[src/rtl/ex_muldiv_unit_pkg.sv]
// Shared types for the EX-stage RV32M multiply/divide unit.
// Op codes match the decoder's md_op field.
package ex_muldiv_unit_pkg;

  typedef enum logic [2:0] {
    MD_MUL    = 3'd0,
    MD_MULH   = 3'd1,
    MD_MULHSU = 3'd2,
    MD_MULHU  = 3'd3,
    MD_DIV    = 3'd4,
    MD_DIVU   = 3'd5,
    MD_REM    = 3'd6,
    MD_REMU   = 3'd7
  } md_op_e;

  typedef enum logic [1:0] {
    ST_IDLE = 2'd0,
    ST_BUSY = 2'd1,
    ST_DONE = 2'd2
  } md_state_e;

  function automatic logic op_is_div(input md_op_e op);
    return op inside {MD_DIV, MD_DIVU, MD_REM, MD_REMU};
  endfunction

  function automatic logic op_is_rem(input md_op_e op);
    return op inside {MD_REM, MD_REMU};
  endfunction

  // MUL is run unsigned: the low product half does not depend on operand signs.
  function automatic logic op_a_signed(input md_op_e op);
    return op inside {MD_MULH, MD_MULHSU, MD_DIV, MD_REM};
  endfunction

  function automatic logic op_b_signed(input md_op_e op);
    return op inside {MD_MULH, MD_DIV, MD_REM};
  endfunction

endpackage

[src/rtl/muldiv_iter_core.sv]
// Unsigned iterative datapath: shift-add multiply or restoring shift-subtract divide.
// After XLEN steps {hi, lo} holds the product, or hi = remainder and lo = quotient.
module muldiv_iter_core #(
  parameter int XLEN = 32
) (
  input  logic            clk,
  input  logic            reset_n,
  input  logic            load,
  input  logic            step,
  input  logic            div_mode,
  input  logic [XLEN-1:0] a,
  input  logic [XLEN-1:0] b,
  output logic [XLEN-1:0] hi,
  output logic [XLEN-1:0] lo
);

  logic [XLEN-1:0] hi_q, lo_q, b_q, hi_nxt, lo_nxt;
  logic            div_q;
  logic [XLEN:0]   mul_sum, rem_sh, diff;

  always_comb begin
    mul_sum = {1'b0, hi_q} + (lo_q[0] ? {1'b0, b_q} : '0);
    rem_sh  = {hi_q, lo_q[XLEN-1]};
    // rem_sh < 2*b, so a 33-bit difference carries the correct sign
    diff    = rem_sh - {1'b0, b_q};
    hi_nxt  = mul_sum[XLEN:1];
    lo_nxt  = {mul_sum[0], lo_q[XLEN-1:1]};
    if (div_q) begin
      if (diff[XLEN]) begin
        hi_nxt = rem_sh[XLEN-1:0];
        lo_nxt = {lo_q[XLEN-2:0], 1'b0};
      end else begin
        hi_nxt = diff[XLEN-1:0];
        lo_nxt = {lo_q[XLEN-2:0], 1'b1};
      end
    end
  end

  always_ff @(posedge clk or negedge reset_n) begin
    if (!reset_n) begin
      hi_q  <= '0;
      lo_q  <= '0;
      b_q   <= '0;
      div_q <= 1'b0;
    end else if (load) begin
      hi_q  <= '0;
      lo_q  <= a;
      b_q   <= b;
      div_q <= div_mode;
    end else if (step) begin
      hi_q  <= hi_nxt;
      lo_q  <= lo_nxt;
    end
  end

  assign hi = hi_q;
  assign lo = lo_q;

endmodule

[src/rtl/ex_muldiv_unit.sv]
// Iterative RV32M multiply/divide unit for the EX stage; stalls the front end while iterating.
// state | meaning
// IDLE  | waiting for an M-extension op in EX
// BUSY  | one iteration per cycle; early exit for div-by-zero / overflow when FAST_SPEC
// DONE  | result_o presented with a one-cycle valid_o; EX advances on this edge
module ex_muldiv_unit
  import ex_muldiv_unit_pkg::*;
#(
  parameter int XLEN      = 32,
  parameter bit FAST_SPEC = 1'b1
) (
  input  logic            clk,
  input  logic            reset_n,
  input  logic            start_i,
  input  logic [2:0]      md_op_i,
  input  logic [XLEN-1:0] op_a_i,
  input  logic [XLEN-1:0] op_b_i,
  input  logic            flush_i,
  output logic            stall_o,
  output logic            busy_o,
  output logic            valid_o,
  output logic [XLEN-1:0] result_o
);

  localparam int CW = $clog2(XLEN);

  md_state_e           state, state_nxt;
  md_op_e              op_in, op_q;
  logic [CW-1:0]       cnt;
  logic                accept, neg_a, neg_b, div_zero, div_ovf;
  logic                neg_res_q, neg_rem_q, spec_q;
  logic [XLEN-1:0]     mag_a, mag_b, spec_res, spec_res_q, result_q, result_fix;
  logic [XLEN-1:0]     core_hi, core_lo;
  logic [2*XLEN-1:0]   prod, prod_fix;

  assign op_in    = md_op_e'(md_op_i);
  assign accept   = (state == ST_IDLE) && start_i && !flush_i;
  assign neg_a    = op_a_signed(op_in) && op_a_i[XLEN-1];
  assign neg_b    = op_b_signed(op_in) && op_b_i[XLEN-1];
  assign mag_a    = neg_a ? -op_a_i : op_a_i;
  assign mag_b    = neg_b ? -op_b_i : op_b_i;
  assign div_zero = op_is_div(op_in) && (op_b_i == '0);
  assign div_ovf  = (op_in inside {MD_DIV, MD_REM}) &&
                    (op_a_i == {1'b1, {(XLEN-1){1'b0}}}) && (op_b_i == '1);
  // Special results are fixed at start so the sign fix-up never touches them.
  assign spec_res = div_zero ? (op_is_rem(op_in) ? op_a_i : '1)
                             : (op_is_rem(op_in) ? '0 : op_a_i);

  muldiv_iter_core #(.XLEN(XLEN)) u_core (
    .clk      (clk),
    .reset_n  (reset_n),
    .load     (accept),
    .step     (state == ST_BUSY),
    .div_mode (op_is_div(op_in)),
    .a        (mag_a),
    .b        (mag_b),
    .hi       (core_hi),
    .lo       (core_lo)
  );

  always_comb begin
    state_nxt = state;
    case (state)
      ST_IDLE: if (accept) state_nxt = ST_BUSY;
      ST_BUSY: begin
        if (flush_i) state_nxt = ST_IDLE;
        else if ((cnt == CW'(XLEN-1)) || (FAST_SPEC && spec_q)) state_nxt = ST_DONE;
      end
      default: state_nxt = ST_IDLE;
    endcase
  end

  always_comb begin
    prod     = {core_hi, core_lo};
    prod_fix = neg_res_q ? -prod : prod;
    case (op_q)
      MD_MUL:                     result_fix = prod_fix[XLEN-1:0];
      MD_MULH, MD_MULHSU, MD_MULHU: result_fix = prod_fix[2*XLEN-1:XLEN];
      MD_DIV, MD_DIVU:            result_fix = neg_res_q ? -core_lo : core_lo;
      default:                    result_fix = neg_rem_q ? -core_hi : core_hi;
    endcase
    if (spec_q) result_fix = spec_res_q;
  end

  always_ff @(posedge clk or negedge reset_n) begin
    if (!reset_n) begin
      state      <= ST_IDLE;
      cnt        <= '0;
      op_q       <= MD_MUL;
      neg_res_q  <= 1'b0;
      neg_rem_q  <= 1'b0;
      spec_q     <= 1'b0;
      spec_res_q <= '0;
      result_q   <= '0;
    end else begin
      state <= state_nxt;
      if (accept) begin
        cnt        <= '0;
        op_q       <= op_in;
        neg_res_q  <= neg_a ^ neg_b;
        neg_rem_q  <= neg_a;
        spec_q     <= div_zero || div_ovf;
        spec_res_q <= spec_res;
      end else if (state == ST_BUSY) begin
        cnt <= cnt + 1'b1;
      end
      if (valid_o) result_q <= result_fix;
    end
  end

  assign busy_o   = (state == ST_BUSY);
  assign valid_o  = (state == ST_DONE) && !flush_i;
  assign stall_o  = accept || (state == ST_BUSY);
  assign result_o = valid_o ? result_fix : result_q;

endmodule

[config.mk]
export PLATFORM = sky130hd
export DESIGN_NAME = ex_muldiv_unit
export DESIGN_NICKNAME = d
export VERILOG_FILES = /design/src/rtl/ex_muldiv_unit_pkg.sv /design/src/rtl/muldiv_iter_core.sv /design/src/rtl/ex_muldiv_unit.sv
export SDC_FILE = /design/constraint.sdc
export NUM_CORES = 1
export LEC_CHECK = 0
export CAP_MARGIN = 20
export CORE_MARGIN = 4
export CORE_UTILIZATION = 35
export CTS_CLUSTER_DIAMETER = 30
export DETAILED_ROUTE_END_ITERATION = 10
export PLACE_DENSITY = 0.63
export SYNTH_ARGS = -nofsm -noshare
export SYNTH_HDL_FRONTEND = slang
export SYNTH_SLANG_ARGS = --single-unit
[constraint.sdc]
create_clock -name clk -period 4.25 [get_ports clk]
set_input_delay 0.85 -clock clk [delete_from_list [all_inputs] [get_ports clk]]
set_output_delay 0.85 -clock clk [all_outputs]
set_load 0.05 [all_outputs]
==> run metrics <==
CP max FO 4; DPL Wire Length 43.01 mm; synthesized netlist cell count 1977; Ys Warns 0; max cap viols 0; M1 GR Usage 0.3238; sequential-to-total area share from yosys stat 0.2819; number of synthesized flops with an enable pin 0; layout cells sized above 1 0.1720; Primary FF master, synth dfrtp_1; NetSw 6.691 mW; clock share of power 0.125; ANT cells 0; Mapped Area 15450 um2; final hold slack 0.1643 ns; Synth area leaders dfrtp_1, o21ai_0, ha_1, nand2_1, xor2_1; Total GRT Usage 0.2344; clock skew 0.008474 ns; Clock Path Buffers 2; Area Overhead vs Synth 24.39%; Cell Count, Final, Fillers Out 2684; Root Buffer Master clkbuf_16; Comb pwr share 0.661; drt first pass iters 6; Critical Path Start Type flop; Buffers on Ports 105; top cell type's share of synthesized area 0.2819; vias per cell 5.872; Cells after DPL 2633; Final setup viols 0; Synth async-reset ratio 1.000; layer with the highest usage met2; clock-pin slew on the worst setup and hold paths 0.07 ns; hold_buf cts 0; met3 Usage GRT 0.03846; Critical Path Sink Type output port; fin crit share 0.9980; Setup CP Type flop to output port; H-tree depth 4; HP Class input pin to async pin; Core Region 43360 um2; Mapped Nets 2121; register area 4364 um2; RSZ-0062 raised after global routing yes; drt drc 0; Worst-Margin Slew 1.047 ns; Tmin final 4.241 ns; vias in the first global route 15090; Leak 7.899 nW; Layout fillers 4337; Yosys cell types 84; met2 Resource Use GR 0.3792; drt initial violations 1727; Final Hold Fails 0; pre-CTS setup slack 0.03040 ns; cell row count 76; FMAX 235.8 MHz; nets 2230; Detailed Route WL 56.80 mm; area leader, netlist dfrtp_1; die extent in x 218.1 um; Flop pwr share 0.214; Final Wtd Congestion 0.9161; final worst slack 0.008671 ns; Worst EP required 3.40 ns; DR vias 15760; reg2reg setup slack 0.21 ns; drt wl/cell 21.16 um; pin count of the biggest net entering global routing 122; Num CTS Buffers 17; Worst-Skew Late Latency 0.46 ns; Ports 106; Initial Utilization 0.3562; CP Data Arrival Time 3.39 ns; Final Slew Violations 0; DIE AREA 47560 um2; power per cell area 698.7 nW/um2; cell-internal power 6.733 mW; global-route wire length before repair 87.84 mm; clk sinks 174; global route overflow 0; Routed Antenna Nets 0; Rel. slew slack 0.3006; CTS tree yes; area occupied by multi-input gates 10960 um2; Die Height 218.1 um; switching share of total power 0.4985; Worst VDD drop 0.0003298 V; initial antenna violation count 0; #FFs+latches synth 174; status completed; Avg Cell Area, Syn 7.813 um2
[worst max-delay path, cell delays in order (launching register included)]
cell and delay [ns]:
dfrtp_1 0.39, inv_2 0.09, ha_4 0.15, or3b_4 0.42, nor4_4 0.31, buf_4 0.17, nand4_1 0.12, or4_4 0.45
nand2_2 0.09, xor2_1 0.17, o221ai_2 0.12, a21oi_2 0.21, a21oi_2 0.07, buf_12 0.16
[layer usage]
layer / share of wire / wire [um] / vias to the layer above
met4: 0.029 / 1669 / 0
met2: 0.46 / 26150 / 661
met5: 0 / 0 / -
met1: 0.43 / 24640 / 7613
met3: 0.076 / 4341 / 113
li1: - / - / 7373
[final timing paths]
kind	start	endpoint	cells past startpoint
min in group clk	u_core.b_q[11]	u_core.b_q[11]	2
worst min register to register	u_core.b_q[11]	u_core.b_q[11]	2
worst max register to register	u_core.lo[0]	u_core.hi[31]	13
worst min-delay path	reset_n	u_core.b_q[4]	1
max in group asynchronous	reset_n	u_core.hi[23]	2
worst max-delay path	u_core.hi[0]	result_o[30]	13
[through the flow]
stage / util / setup TNS, ns / area [um2] / power (mW)
after CTS: 0.4370 / -0.2765 / 18950 / 13.10
after global routing: 0.4431 / -0.7114 / 19210 / 14.28
after floorplan: - / -0.2012 / 15560 / 8.176
after global placement: 0.4129 / 0 / 17900 / 11.01
after detailed placement: 0.4129 / 0 / 17900 / 11.10
final: 0.4431 / 0 / 19210 / 13.42
[synthesized netlist by cell type (all sizes together) (44+ instances only)]
master	n
inv	64
nand3	44
a21oi	144
xor2	98
nor3	51
ha	71
mux2i	48
nor2	173
dfrtp	174
nand2	232
clkbuf	121
xnor2	92
o21ai	229
[flip-flops by register name, indices dropped and copies added (netlist names)]
register,count
u_core.div_q,1
result_q,32
spec_res_q,32
cnt,5
state,2
u_core.b_q,32
neg_res_q,1
u_core.hi,32
op_q,3
u_core.lo,32
neg_rem_q,1
spec_q,1
[what timing repair did]
item	4_1_cts	5_1_grt
cloned	1	0
setup buffers	13	5
pin swaps	36	26
setup endpoints to repair	29	30
gates resized for setup	92	48
[cell usage in the layout, fill, tap and decap left out, types with 11 or more instances in the layout]
master           instances
xor2_1                  97
nor2b_1                 11
a221oi_1                12
o21a_1                  11
buf_12                  32
o21ai_0                172
mux2i_1                 48
o21ai_2                 48
nor4_1                  11
buf_4                  115
clkdlybuf4s50_1         70
o22ai_1                 11
a21oi_1                129
a21o_1                  19
nand3_1                 37
or3_1                   14
nand4_1                 24
o221ai_1                23
xnor2_1                 89
ha_1                    69
clkbuf_16               18
inv_1                   59
a31oi_1                 12
nor3_1                  38
o211ai_1                35
nand2b_1                19
o31ai_1                 21
dfrtp_1                166
a22oi_1                 21
nand2_1                228
nor2_1                 170
[cell families (layout without fill, tap and decap cells)]
kind of cell,Yosys count,in the layout,synth area share
muxes,55,55,0.03621
buffers and inverters,201,322,0.05136
and+or+nand+nor,663,664,0.2062
adders and majority gates,73,73,0.06011
AOI/OAI and AO/OA,621,621,0.2565
DFF,174,174,0.2819
xor gates and xnor gates,190,190,0.1077
[layout make-up]
type	instances	area share
sequential	174	0.2271
clock inverter	12	0.008270
clock buffer	20	0.02325
inverter	65	0.01270
multi-input combinational	1603	0.5704
timing repair buffer	225	0.1201
tap	585	0.03810
[power by group through the flow]
stage	Combinational, mW	Sequential [mW]	Clock, mW
global placement	8.18	2.82	0
CTS	8.57	2.82	1.71
floorplan	5.56	2.61	0
global route	9.59	2.93	1.76
finish	8.88	2.87	1.68
detailed placement	8.27	2.83	0
Power figures use the tool's default switching activity.
